**config.mk**
```make
export PLATFORM = sky130hd
export DESIGN_NAME = note_sequencer
export DESIGN_NICKNAME = d
export VERILOG_FILES = /design/src/rtl/note_seq_pkg.sv /design/src/rtl/tempo_tick_gen.sv /design/src/rtl/note_sequencer.sv
export SDC_FILE = /design/constraint.sdc
export NUM_CORES = 1
export LEC_CHECK = 0
export ABC_CLOCK_PERIOD_IN_PS = 8450
export CAP_MARGIN = 30
export CORE_MARGIN = 2
export CORE_UTILIZATION = 25
export DETAILED_ROUTE_END_ITERATION = 8
export PLACE_DENSITY = 0.5
export RECOVER_POWER = 100
export SLEW_MARGIN = 20
export SYNTH_ARGS = -nofsm -noshare
export SYNTH_HDL_FRONTEND = slang
export SYNTH_SLANG_ARGS = --single-unit
```
**constraint.sdc**
```tcl
create_clock -name baseclk -period 8.45 [get_ports baseclk]
set_clock_uncertainty 0.2 [all_clocks]
set_input_delay 1.69 -clock baseclk [delete_from_list [all_inputs] [get_ports baseclk]]
set_output_delay 1.69 -clock baseclk [all_outputs]
set_load 0.01 [all_outputs]
```
**src/rtl/note_seq_pkg.sv**
```systemverilog
`default_nettype none
// ============================================================================
// Module   : note_seq_pkg
// Purpose  : Shared constants for the note sequencer: score word layout,
//            opcodes and FSM state encodings.
// Revision : 1.0 - initial release
// ============================================================================
package note_seq_pkg;

    localparam int SCORE_W = 24;

    // Opcodes, score word bits [23:22]
    localparam logic [1:0] c_op_note = 2'b00;
    localparam logic [1:0] c_op_rest = 2'b01;
    localparam logic [1:0] c_op_jump = 2'b10;
    localparam logic [1:0] c_op_end  = 2'b11;

    // Score word field positions
    localparam int c_op_hi   = 23;
    localparam int c_op_lo   = 22;
    localparam int c_eff_hi  = 21;
    localparam int c_eff_lo  = 20;
    localparam int c_duty_hi = 19;
    localparam int c_duty_lo = 16;
    localparam int c_oct_hi  = 15;
    localparam int c_oct_lo  = 13;
    localparam int c_note_hi = 12;
    localparam int c_note_lo = 9;
    localparam int c_len_hi  = 7;
    localparam int c_len_lo  = 0;

    localparam logic [1:0] c_eff_mute = 2'b00;

    // FSM state encodings
    localparam int         c_state_w    = 3;
    localparam logic [2:0] c_st_idle    = 3'd0;
    localparam logic [2:0] c_st_fetch   = 3'd1;
    localparam logic [2:0] c_st_wait    = 3'd2;
    localparam logic [2:0] c_st_decode  = 3'd3;
    localparam logic [2:0] c_st_play    = 3'd4;

endpackage
`default_nettype wire

```
**src/rtl/tempo_tick_gen.sv**
```systemverilog
`default_nettype none
// ============================================================================
// Module   : tempo_tick_gen
// Purpose  : Tempo prescaler. Counts 0..i_tempo_div while enabled and pulses
//            o_tick on the terminal count, so ticks are i_tempo_div+1 cycles
//            apart. i_clear returns the count to 0 and has priority.
// Ports    : baseclk, asyncrst (async, active-high)
//            i_clear, i_enable, i_tempo_div[TEMPO_W-1:0] -> o_tick
// Revision : 1.0 - initial release
// ============================================================================
module tempo_tick_gen #(
    parameter int TEMPO_W = 16
) (
    input  logic               baseclk,
    input  logic               asyncrst,
    input  logic               i_clear,
    input  logic               i_enable,
    input  logic [TEMPO_W-1:0] i_tempo_div,
    output logic               o_tick
);

    logic [TEMPO_W-1:0] r_cnt;
    logic               w_term;

    assign w_term = (r_cnt == i_tempo_div);
    assign o_tick = i_enable && !i_clear && w_term;

    always_ff @(posedge baseclk or posedge asyncrst) begin
        if (asyncrst) begin
            r_cnt <= '0;
        end else if (i_clear || o_tick) begin
            r_cnt <= '0;
        end else if (i_enable) begin
            r_cnt <= r_cnt + 1'b1;
        end
    end

endmodule
`default_nettype wire

```
**src/rtl/note_sequencer.sv**
```systemverilog
`default_nettype none
// ============================================================================
// Module   : note_sequencer
// Purpose  : Score player for one synthesizer channel. Fetches 24-bit score
//            words from a synchronous ROM and holds each note/rest for its
//            length in tempo ticks; supports jumps (with a limit on
//            back-to-back jumps) and end-of-score.
// Ports    : baseclk, asyncrst (async, active-high)
//            start, stop (pulses), tempo_div[TEMPO_W-1:0]
//            rom_rd, rom_addr[ADDR_W-1:0] -> ROM; rom_data[23:0] <- ROM
//            octave[2:0], note[3:0], duty[3:0], effect[1:0] -> synthesizer
//            busy, done (pulse), error (sticky)
// Revision : 1.0 - initial release
// ============================================================================
module note_sequencer
    import note_seq_pkg::*;
#(
    parameter int ADDR_W    = 8,
    parameter int TEMPO_W   = 16,
    parameter int MAX_JUMPS = 2
) (
    input  logic               baseclk,
    input  logic               asyncrst,
    input  logic               start,
    input  logic               stop,
    input  logic [TEMPO_W-1:0] tempo_div,
    output logic               rom_rd,
    output logic [ADDR_W-1:0]  rom_addr,
    input  logic [SCORE_W-1:0] rom_data,
    output logic [2:0]         octave,
    output logic [3:0]         note,
    output logic [3:0]         duty,
    output logic [1:0]         effect,
    output logic               busy,
    output logic               done,
    output logic               error
);

    localparam int c_jcnt_w = (MAX_JUMPS < 1) ? 1 : $clog2(MAX_JUMPS + 1);

    logic [c_state_w-1:0] r_state;
    logic [ADDR_W-1:0]    r_pc;
    logic [TEMPO_W-1:0]   r_tempo;
    logic [SCORE_W-1:0]   r_word;
    logic [7:0]           r_len;
    logic [c_jcnt_w-1:0]  r_jcnt;
    logic [2:0]           r_octave;
    logic [3:0]           r_note;
    logic [3:0]           r_duty;
    logic [1:0]           r_effect;
    logic                 r_done;
    logic                 r_error;

    logic [1:0]           w_op;
    logic [7:0]           w_len;
    logic                 w_tick;
    logic                 w_in_play;
    logic                 w_unused_bit8;

    assign w_op      = r_word[c_op_hi:c_op_lo];
    // A zero length plays for one tick
    assign w_len     = (r_word[c_len_hi:c_len_lo] == 8'd0) ? 8'd1 : r_word[c_len_hi:c_len_lo];
    assign w_in_play = (r_state == c_st_play);
    // Bit 8 of the score word is reserved
    assign w_unused_bit8 = r_word[8];

    // Prescaler is held clear outside PLAY so every step starts on a fresh tick period
    tempo_tick_gen #(
        .TEMPO_W (TEMPO_W)
    ) u_tick (
        .baseclk     (baseclk),
        .asyncrst    (asyncrst),
        .i_clear     (!w_in_play),
        .i_enable    (w_in_play),
        .i_tempo_div (r_tempo),
        .o_tick      (w_tick)
    );

    always_ff @(posedge baseclk or posedge asyncrst) begin
        if (asyncrst) begin
            r_state  <= c_st_idle;
            r_pc     <= '0;
            r_tempo  <= '0;
            r_word   <= '0;
            r_len    <= '0;
            r_jcnt   <= '0;
            r_octave <= '0;
            r_note   <= '0;
            r_duty   <= '0;
            r_effect <= c_eff_mute;
            r_done   <= 1'b0;
            r_error  <= 1'b0;
        end else begin
            r_done <= 1'b0;
            if (stop && (r_state != c_st_idle)) begin
                // Abort: mute immediately, no done pulse
                r_state  <= c_st_idle;
                r_effect <= c_eff_mute;
            end else begin
                case (r_state)
                    c_st_idle: begin
                        // stop in the same cycle suppresses start
                        if (start && !stop) begin
                            r_state <= c_st_fetch;
                            r_tempo <= tempo_div;
                            r_error <= 1'b0;
                            r_pc    <= '0;
                            r_jcnt  <= '0;
                        end
                    end
                    c_st_fetch: begin
                        r_state <= c_st_wait;
                    end
                    c_st_wait: begin
                        r_word  <= rom_data;
                        r_state <= c_st_decode;
                    end
                    c_st_decode: begin
                        case (w_op)
                            c_op_note: begin
                                r_octave <= r_word[c_oct_hi:c_oct_lo];
                                r_note   <= r_word[c_note_hi:c_note_lo];
                                r_duty   <= r_word[c_duty_hi:c_duty_lo];
                                r_effect <= r_word[c_eff_hi:c_eff_lo];
                                r_len    <= w_len;
                                r_jcnt   <= '0;
                                r_state  <= c_st_play;
                            end
                            c_op_rest: begin
                                r_effect <= c_eff_mute;
                                r_len    <= w_len;
                                r_jcnt   <= '0;
                                r_state  <= c_st_play;
                            end
                            c_op_jump: begin
                                if (r_jcnt == c_jcnt_w'(MAX_JUMPS)) begin
                                    r_error  <= 1'b1;
                                    r_effect <= c_eff_mute;
                                    r_done   <= 1'b1;
                                    r_state  <= c_st_idle;
                                end else begin
                                    r_pc    <= r_word[ADDR_W-1:0];
                                    r_jcnt  <= r_jcnt + 1'b1;
                                    r_state <= c_st_fetch;
                                end
                            end
                            default: begin
                                r_effect <= c_eff_mute;
                                r_done   <= 1'b1;
                                r_state  <= c_st_idle;
                            end
                        endcase
                    end
                    c_st_play: begin
                        if (w_tick) begin
                            if (r_len == 8'd1) begin
                                r_pc    <= r_pc + 1'b1;
                                r_state <= c_st_fetch;
                            end else begin
                                r_len <= r_len - 1'b1;
                            end
                        end
                    end
                    default: begin
                        r_state <= c_st_idle;
                    end
                endcase
            end
        end
    end

    assign rom_rd   = (r_state == c_st_fetch);
    assign rom_addr = r_pc;
    assign octave   = r_octave;
    assign note     = r_note;
    assign duty     = r_duty;
    assign effect   = r_effect;
    assign busy     = (r_state != c_st_idle);
    assign done     = r_done;
    assign error    = r_error;

endmodule
`default_nettype wire

```
==> run_results.csv <==
group,metric,value,unit
status,status,"completed",
cts,numClockSinks,91,
cts,cts_resized,0,
job,maxCapViolCount,0,
cells_and_area,syn_to_final_growth,25.8,%
sta,tightest_slew,1.42,ns
synth,synth_edf_count,0,
cells_and_area,drive_gt1_share,15.3,%
floorplanning,dieArea,0.0190,sq mm
floorplanning,die_h,138,um
global_route,grt_max_degree,60,
synth,synth_cell_type_count,64,
floorplanning,core_area,0.0174,sq mm
sta,hold-worst-slack,0.284,ns
place,place.gp.congestion,0.798,
place,place_ws,4.22,ns
cts,cts_setup_buffers,0,
synth,mappedNetlistArea,0.00448,sq mm
sta,relSlewSlack,4.81,%
sta,tns,0,ns
global_route,grt_pass1_wl,17600,um
cts,h-tree-depth,3,
power,ir_drop,0.104,mV
sta,slew_viol_final,0,
cts,clk_pin_slew,0.06,ns
floorplanning,start_util,25.7,%
global_route,grt_pass1_vias,3334,
synth,synth_top_area_share,50.8,%
floorplanning,die_width,138,um
cts,cts_hold_buf,0,
route,drt_pass1_iterations,4,
place,port_buffers,67,
synth,synthTopCellsByArea,"dfrtp_1 (51%), mux2_2 (12%), xor2_1 (4.5%)",
min_path,min_path_type,"register to register",
route,avgRoutedWirePerCell,15.7,um
synth,yosysMostFrequentCell,"dfrtp_1",
synth,seq_area_frac_synth,50.8,%
route,viasPerCell,4.77,
critical_path,critPathCaptureType,"register",
global_route,grtUsageTotal,11.9,%
floorplanning,ios,69,
cts,cts_buffers,9,
route,postRouteAntennaNets,0,
sta,fmax,0.233,GHz
synth,async_reset_ff_share,100,%
sta,rsz0062_at_grt,"false",
route,drt_iter0_drc,178,
power,power_density,278,mW/mm^2
power,power.leakage,2.35,nW
sta,setup_viol,0,
cells_and_area,fillers,1788,
sta,layout_setup_ws,4.16,ns
route,drcViolationCount,0,
synth,syn-num-nets,433,
cts,clock_latency,0.34,ns
sta,timing.final.hold_violations,0,
synth,synthFlopType,"dfrtp_1",
floorplanning,fp-row-count,48,
place,post-dp-hpwl,7430,um
cells_and_area,nNetsFinal,495,
synth,synth_seq_cells,91,
cts,cts_buffer_depth,2,
cts,cts_tree,"built",
route,routed_wl,10600,um
global_route,grt_antenna_before_repair,0,
critical_path,path_max_fanout,13,
synth,synth_top_area_cell,"dfrtp_1",
sta,fin_crit_sh,50.8,%
synth,yosysWarnings,0,
route,vias,3224,
sta,min_period,4.29,ns
critical_path,start_kind,"input port",
global_route,grt_overflow_total,0,
critical_path,required,8.51,ns
cts,root_buffer,"clkbuf_16",
cells_and_area,num_antenna_cells,0,
critical_path,worstSetupPathType,"input port to register",
synth,yosys-top-cells-count,"dfrtp_1 (91), mux2_2 (47), nor2_1 (30), xor2_1 (23), nand2_1 (21)",
synth,synth_cells,384,
synth,synth.avg_cell_area,11.7,sq um
critical_path,crit_arrival,4.35,ns
==> logic make-up (layout without fill, tap and decap cells) <==
kind of cell | Yosys count | after routing | synth area share [%]
AO/OA/AOI/OAI | 58 | 58 | 10.2
multiplexers | 53 | 53 | 13.2
XOR/XNOR | 32 | 32 | 6.26
buffers and inverters | 28 | 95 | 3.16
adder cells (fa/ha/maj) | 5 | 5 | 1.40
flip-flops | 91 | 91 | 50.8
AND/OR/NAND/NOR | 117 | 117 | 14.9
==> final timing paths <==
path                            cells after the start  slack, ns           to        from
worst max-delay path                                6       4.16  rom_addr[6]        stop
worst min-delay path                                1       0.28      note[0]   r_word[9]
worst max register to register                      4       5.52  rom_addr[5]  r_state[2]
worst min register to register                      1       0.28      note[0]   r_word[9]
max in group asynchronous                           3       4.76    octave[2]    asyncrst
min in group asynchronous                           2       1.92   r_tempo[2]    asyncrst
==> metrics by stage <==
step / area [sq um] / util [%] / power (mW) / cells
final: 5640 / 32.4 / 1.57 / 676
after floorplan: 4480 / - / 0.956 / 384
after global routing: 5640 / 32.4 / 1.67 / 676
after detailed placement: 5350 / 30.7 / 1.14 / 659
after CTS: 5690 / 32.7 / 1.61 / 675
after global placement: 5350 / 30.7 / 1.13 / 659
==> report_power, final <==
group | total [mW] | switching [mW] | internal, mW
registers | 0.700 | 0.127 | 0.572
logic | 0.405 | 0.174 | 0.231
clock network | 0.464 | 0.168 | 0.296
==> flip-flops by register name, summed over array words and instances, names as in the netlist <==
signal / cells
r_jcnt: 2
octave: 3
duty: 4
r_tempo: 16
note: 4
r_word: 23
effect: 2
rom_addr: 8
error: 1
u_tick.r_cnt: 16
r_state: 3
r_len: 8
done: 1
==> metal layers <==
metal	part of all wire, %	global-route usage (%)
met5	0	0
met1	46	15.9
met4	1.9	4.71
met3	4.5	3.11
met2	47	18.4
==> worst max-delay path: stages <==
cell and delay, ns:
dlygate4sd3_1 0.73, nand4bb_1 0.37, o32ai_1 0.36, o21ai_0 0.45, a21oi_1 0.55, a2bb2oi_1 0.19
==> layout make-up <==
class                      count  area (sq um)  area share, %
inverter                       9          35.0          0.622
tap                          225           282           4.99
timing repair buffer          70           686           12.2
clock buffer                  11           243           4.31
multi-input combinational    265          2010           35.7
clock inverter                 5           100           1.78
sequential                    91          2280           40.4
==> cells in the final DEF (no fill, tap or decap), types with 4 or more instances in the layout <==
cell | synthesis | final
clkbuf_16 | 0 | 9
and3_1 | 5 | 5
ha_1 | 5 | 5
dfrtp_1 | 91 | 91
a32o_1 | 4 | 4
mux2_2 | 47 | 47
a31oi_1 | 4 | 4
o21ai_0 | 5 | 6
xnor2_1 | 9 | 9
nand2_1 | 21 | 21
inv_1 | 9 | 8
a2bb2oi_1 | 5 | 5
clkdlybuf4s50_1 | 0 | 40
nor2_1 | 30 | 31
dlygate4sd3_1 | 0 | 27
a21oi_1 | 6 | 8
nand3_1 | 12 | 12
xor2_1 | 23 | 23
nor4_1 | 2 | 4
nor3_1 | 12 | 12
a221oi_1 | 5 | 5
(Power assumes the default switching activity.)
